## src/rtl/bvudiv_chk_pkg.sv

```systemverilog
// Shared types and helpers for the bvudiv Skolem checker.
//   verdict_e : PASS / FAIL / VACUOUS classification of one (s, t, x) triple
//   state_e   : top-level FSM states
//   step_w    : width of a counter that must hold 0..w
package bvudiv_chk_pkg;

    localparam int unsigned DEF_W     = 4;
    localparam int unsigned DEF_CNT_W = 16;

    typedef enum logic [1:0] {
        PASS    = 2'd0,
        FAIL    = 2'd1,
        VACUOUS = 2'd2
    } verdict_e;

    typedef enum logic [1:0] {
        IDLE = 2'd0,
        DIV  = 2'd1,
        DONE = 2'd2
    } state_e;

    function automatic int unsigned step_w(input int unsigned w);
        return $clog2(w + 1);
    endfunction

endpackage

```

## src/rtl/bvudiv_serial_core.sv

```systemverilog
// Serial restoring unsigned divider, one quotient bit per cycle, MSB first.
// A zero divisor yields an all-ones quotient but still takes W cycles so the
// latency never depends on the operands.
//   clk, rst_n : clock, async active-low reset
//   start      : load dividend/divisor (ignored while busy)
//   dividend   : x
//   divisor    : s
//   busy       : W-step computation in progress
//   done       : one-cycle pulse, quotient valid
//   quotient   : x udiv s
module bvudiv_serial_core
    import bvudiv_chk_pkg::*;
#(
    parameter int unsigned W = DEF_W
) (
    input  logic         clk,
    input  logic         rst_n,
    input  logic         start,
    input  logic [W-1:0] dividend,
    input  logic [W-1:0] divisor,
    output logic         busy,
    output logic         done,
    output logic [W-1:0] quotient
);

    localparam int unsigned STEP_W = step_w(W);

    logic [W-1:0]      dvd_q;
    logic [W-1:0]      dsr_q;
    logic [W-1:0]      rem_q;
    logic [STEP_W-1:0] step_q;

    logic [W:0]   trial_c;
    logic         qbit_c;
    logic [W-1:0] rem_next_c;

    // One restoring step: shift the next dividend bit into the remainder and
    // subtract when it covers the divisor.
    always_comb begin
        trial_c    = {rem_q, dvd_q[W-1]};
        qbit_c     = 1'b0;
        rem_next_c = trial_c[W-1:0];
        if (dsr_q == '0) begin
            qbit_c     = 1'b1;
            rem_next_c = rem_q;
        end else if (trial_c >= {1'b0, dsr_q}) begin
            qbit_c     = 1'b1;
            rem_next_c = W'(trial_c - {1'b0, dsr_q});
        end
    end

    // Operand load, step sequencing and quotient shift register.
    always_ff @(posedge clk or negedge rst_n) begin
        if (!rst_n) begin
            dvd_q    <= '0;
            dsr_q    <= '0;
            rem_q    <= '0;
            step_q   <= '0;
            quotient <= '0;
            busy     <= 1'b0;
            done     <= 1'b0;
        end else if (start && !busy) begin
            dvd_q    <= dividend;
            dsr_q    <= divisor;
            rem_q    <= '0;
            step_q   <= '0;
            quotient <= '0;
            busy     <= 1'b1;
            done     <= 1'b0;
        end else if (busy) begin
            dvd_q    <= dvd_q << 1;
            rem_q    <= rem_next_c;
            quotient <= W'({quotient, qbit_c});
            step_q   <= step_q + STEP_W'(1);
            if (step_q == STEP_W'(W - 1)) begin
                busy <= 1'b0;
                done <= 1'b1;
            end
        end else begin
            done <= 1'b0;
        end
    end

endmodule

```

## config.mk

```make
export PLATFORM = sky130hd
export DESIGN_NAME = bvudiv_serial_core
export DESIGN_NICKNAME = d
export VERILOG_FILES = /design/src/rtl/bvudiv_chk_pkg.sv /design/src/rtl/bvudiv_serial_core.sv
export SDC_FILE = /design/constraint.sdc
export NUM_CORES = 1
export LEC_CHECK = 0
export ABC_AREA = 1
export BUFFER_PORTS_ARGS = -buffer_cell sky130_fd_sc_hd__buf_4
export CAP_MARGIN = 20
export CORE_AREA = 10 10 57 59
export CTS_BUF_LIST = sky130_fd_sc_hd__clkbuf_4 sky130_fd_sc_hd__clkbuf_8
export DETAILED_ROUTE_END_ITERATION = 6
export DIE_AREA = 0 0 67 69
export PLACE_DENSITY = 0.86
export RECOVER_POWER = 25
export SYNTH_ARGS = -nofsm -noshare
export SYNTH_HDL_FRONTEND = slang
export SYNTH_SLANG_ARGS = --single-unit
```

## constraint.sdc

```tcl
create_clock -name clk -period 1.5 [get_ports clk]
set_input_delay 0.15 -clock clk [delete_from_list [all_inputs] [get_ports clk]]
set_output_delay 0.15 -clock clk [all_outputs]
set_load 0.1 [all_outputs]
```

==> flow_summary.toml <==
[synth]
synth.distinct_cells = 23
ys_seq_area_frac = 0.479
syn_nets = 142
synth_edf_count = 0
synth_area_leaders = "dfrtp_1 48%, nand2_1 12%, ha_1 6.8%"
syn_area_mm2 = 0.00110
synth_cells = 124
async_flop_share = 1.00
synth_most_common_cell = "nand2_1"
synth_flop_cell = "dfrtp_1"
synth_top_area_frac = 0.479
synth.top_cells.by_count = "35 x nand2_1, 21 x dfrtp_1, 17 x inv_1"
avgSynthCellArea_um2 = 8.85
synth.largest_area_cell = "dfrtp_1"
ys_seq_elements = 21
synth_warnings = 0

[cts]
clkSinkCount = 21
clock_latency_ns = 0.30
cts_buffer_depth = 2
htree_levels = 1
cts_tree = "done"
root_buffer = "clkbuf_4"
clkTransAtPathRegs_ns = 0.12
cts_buffers = 3

[layout]
area_growth_pct = 24.5
drive_gt1_frac = 0.293
fill_cells = 189
multi_input_area_um2 = 526
fin_area_mm2 = 0.00137
register_area_um2 = 527
diodes = 0
final_nets = 169

[setup_path]
cp.depth = 6
cp_slowest_stage_delay_ns = 0.53
rr_startpoint = "dvd_q[3]"
reg2reg_to = "rem_q[1]"
endpoint_kind = "flip-flop"
endpoint = "rem_q[1]"
reg2reg_depth = 6
required_ns = 1.69
path_delay_family = "adder cells"
cpMostUsedCell = "nand2_1"
startpoint_type = "flip-flop"
crit_fanout = 3
worstPathArrival_ns = 1.66
setup.reg_to_reg.worst_slack_ns = 0.03
crit_slowest_cell = "fa_2"
cp-startpoint = "dvd_q[3]"
crit_chain = "inv_1 > ha_1 > fa_2 > nand2_1 > nand3_1 > nand2_1"
crit_type = "reg -> reg"
crit_buf_inv = 1

[placed_design]
dp_slack_ns = -0.0548
dpl_cell_area_mm2 = 0.00127
place.gp.congestion = 0.884
dp_hpwl_mm = 1.84
io_buffers = 16

[sta]
timing.fmax_ghz = 0.682
skew_ns = 0.00984
slew_headroom = 0.638
setup_tns_ns = 0
worst_pin_slew_ns = 0.543
finalHoldViolations = 0
setup_slack_ns = 0.0339
slew_viol_final = 0
finalCritPeriodShare = 0.977
final-setup-viol-count = 0
rsz0062_at_grt = "true"
min_period_ns = 1.47

[route]
wl_per_cell_um = 13.7
routed_wl_mm = 2.43
detail_route.vias_per_cell = 4.95
dr.pass1.iters = 6
drtIter0Drc = 21
vias = 881
drc = 0
ant_nets = 0

[floorplanning]
die_w_um = 67
core.rowCount = 17
initial_core_util = 0.511
die-area_mm2 = 0.00462
die_h_um = 69
placeableCoreArea_mm2 = 0.00215
ioPinCount = 17

[global_routing]
antenna_found_initial = 0
grt_first_pass_wirelength_mm = 3.96
grt_overflow = 0
grt_max_degree = 22
track_usage = 0.104
grt_pass1_vias = 921

[worst_hold_path]
min_path_type = "in -> reg"

[run_status]
outcome = "finished clean"

[flow_run]
maxCapViolCount = 0
metrics by stage:
stage | hold slack [ns] | instances | utilization
floorplan | -0.146 | 124 | -
global placement | 0.0420 | 170 | 0.591
detailed placement | 0.0502 | 170 | 0.591
CTS | 0.0449 | 177 | 0.621
global route | 0.0410 | 178 | 0.636
finish | 0.0444 | 178 | 0.636
routing by layer:
| layer | routed length [um] | GRT usage |
|---|---|---|
| met2 | 1260 | 0.180 |
| met5 | 0 | 0 |
| met4 | 10 | 0.0339 |
| met3 | 152 | 0.0338 |
| met1 | 1010 | 0.115 |
final cells by class:
class                   count  area share
inverters                  19      0.0522
clock buffers               3      0.0165
multi-input cells          82       0.385
well taps                  28      0.0256
clock inverters             1     0.00366
flip-flops and latches     21       0.386
repair buffers             24       0.132
how the worst min path moves through the flow:
stage	from	to	slack, ns	cells after the start
finish	divisor[2]	dsr_q[2]	0.04	3
global route	dividend[2]	dvd_q[2]	0.04	3
CTS	divisor[2]	dsr_q[2]	0.04	3
detailed placement	rst_n	quotient[2]	0.05	1
global placement	rst_n	quotient[3]	0.04	1
floorplan	rst_n	busy	-0.15	0
worst reg2reg max path, delay by kind of cell (launching register included):
kind	cells	cell delay [ns]
adder cells (fa/ha/maj)	2	0.76
buffers and inverters	1	0.05
flip-flops	1	0.35
AND/OR/NAND/NOR	3	0.20
placed cells by master, fill, tap and decap left out:
cell type       n
a21oi_1         1
a21oi_4         1
a22o_1          1
a31oi_4         1
buf_4          22
clkbuf_2        1
clkbuf_4        3
clkinv_2        1
dfrtp_1        20
dfrtp_2         1
dlygate4sd3_1   1
fa_2            1
ha_1            4
ha_4            2
inv_1          15
inv_2           4
nand2_1        35
nand2_2         1
nand2_4         2
nand3_1        10
nand3_2         1
nor2_1          4
nor2_2          1
nor2_4          2
nor4_1          1
o211ai_1        2
o21ai_0         7
o21ai_1         2
o22ai_1         2
xor2_1          1
registers in the layout (all words and copies together) (netlist names):
| register | cells |
|---|---|
| done | 1 |
| step_q | 3 |
| dvd_q | 4 |
| busy | 1 |
| quotient | 4 |
| rem_q | 4 |
| dsr_q | 4 |
cell families after synthesis:
logic type / Yosys count / share of synthesized area
AND/OR/NAND/NOR: 57 / 0.242
buffers and inverters: 21 / 0.0787
flip-flops: 21 / 0.479
AO/OA/AOI/OAI: 17 / 0.106
adder cells (fa/ha/maj): 7 / 0.0867
XOR/XNOR: 1 / 0.00798
repair_timing:
action	CTS	global route
buffers inserted	2	1
resized for setup	2	5
pin swaps	1	2
hold buffers	1	0
endpoints found under the hold margin	21	0
endpoints found under the setup margin	5	5
Power is left out: the tool's default activity adds up to more than one toggle a clock period on the data nets, which glitch-free logic cannot reach.
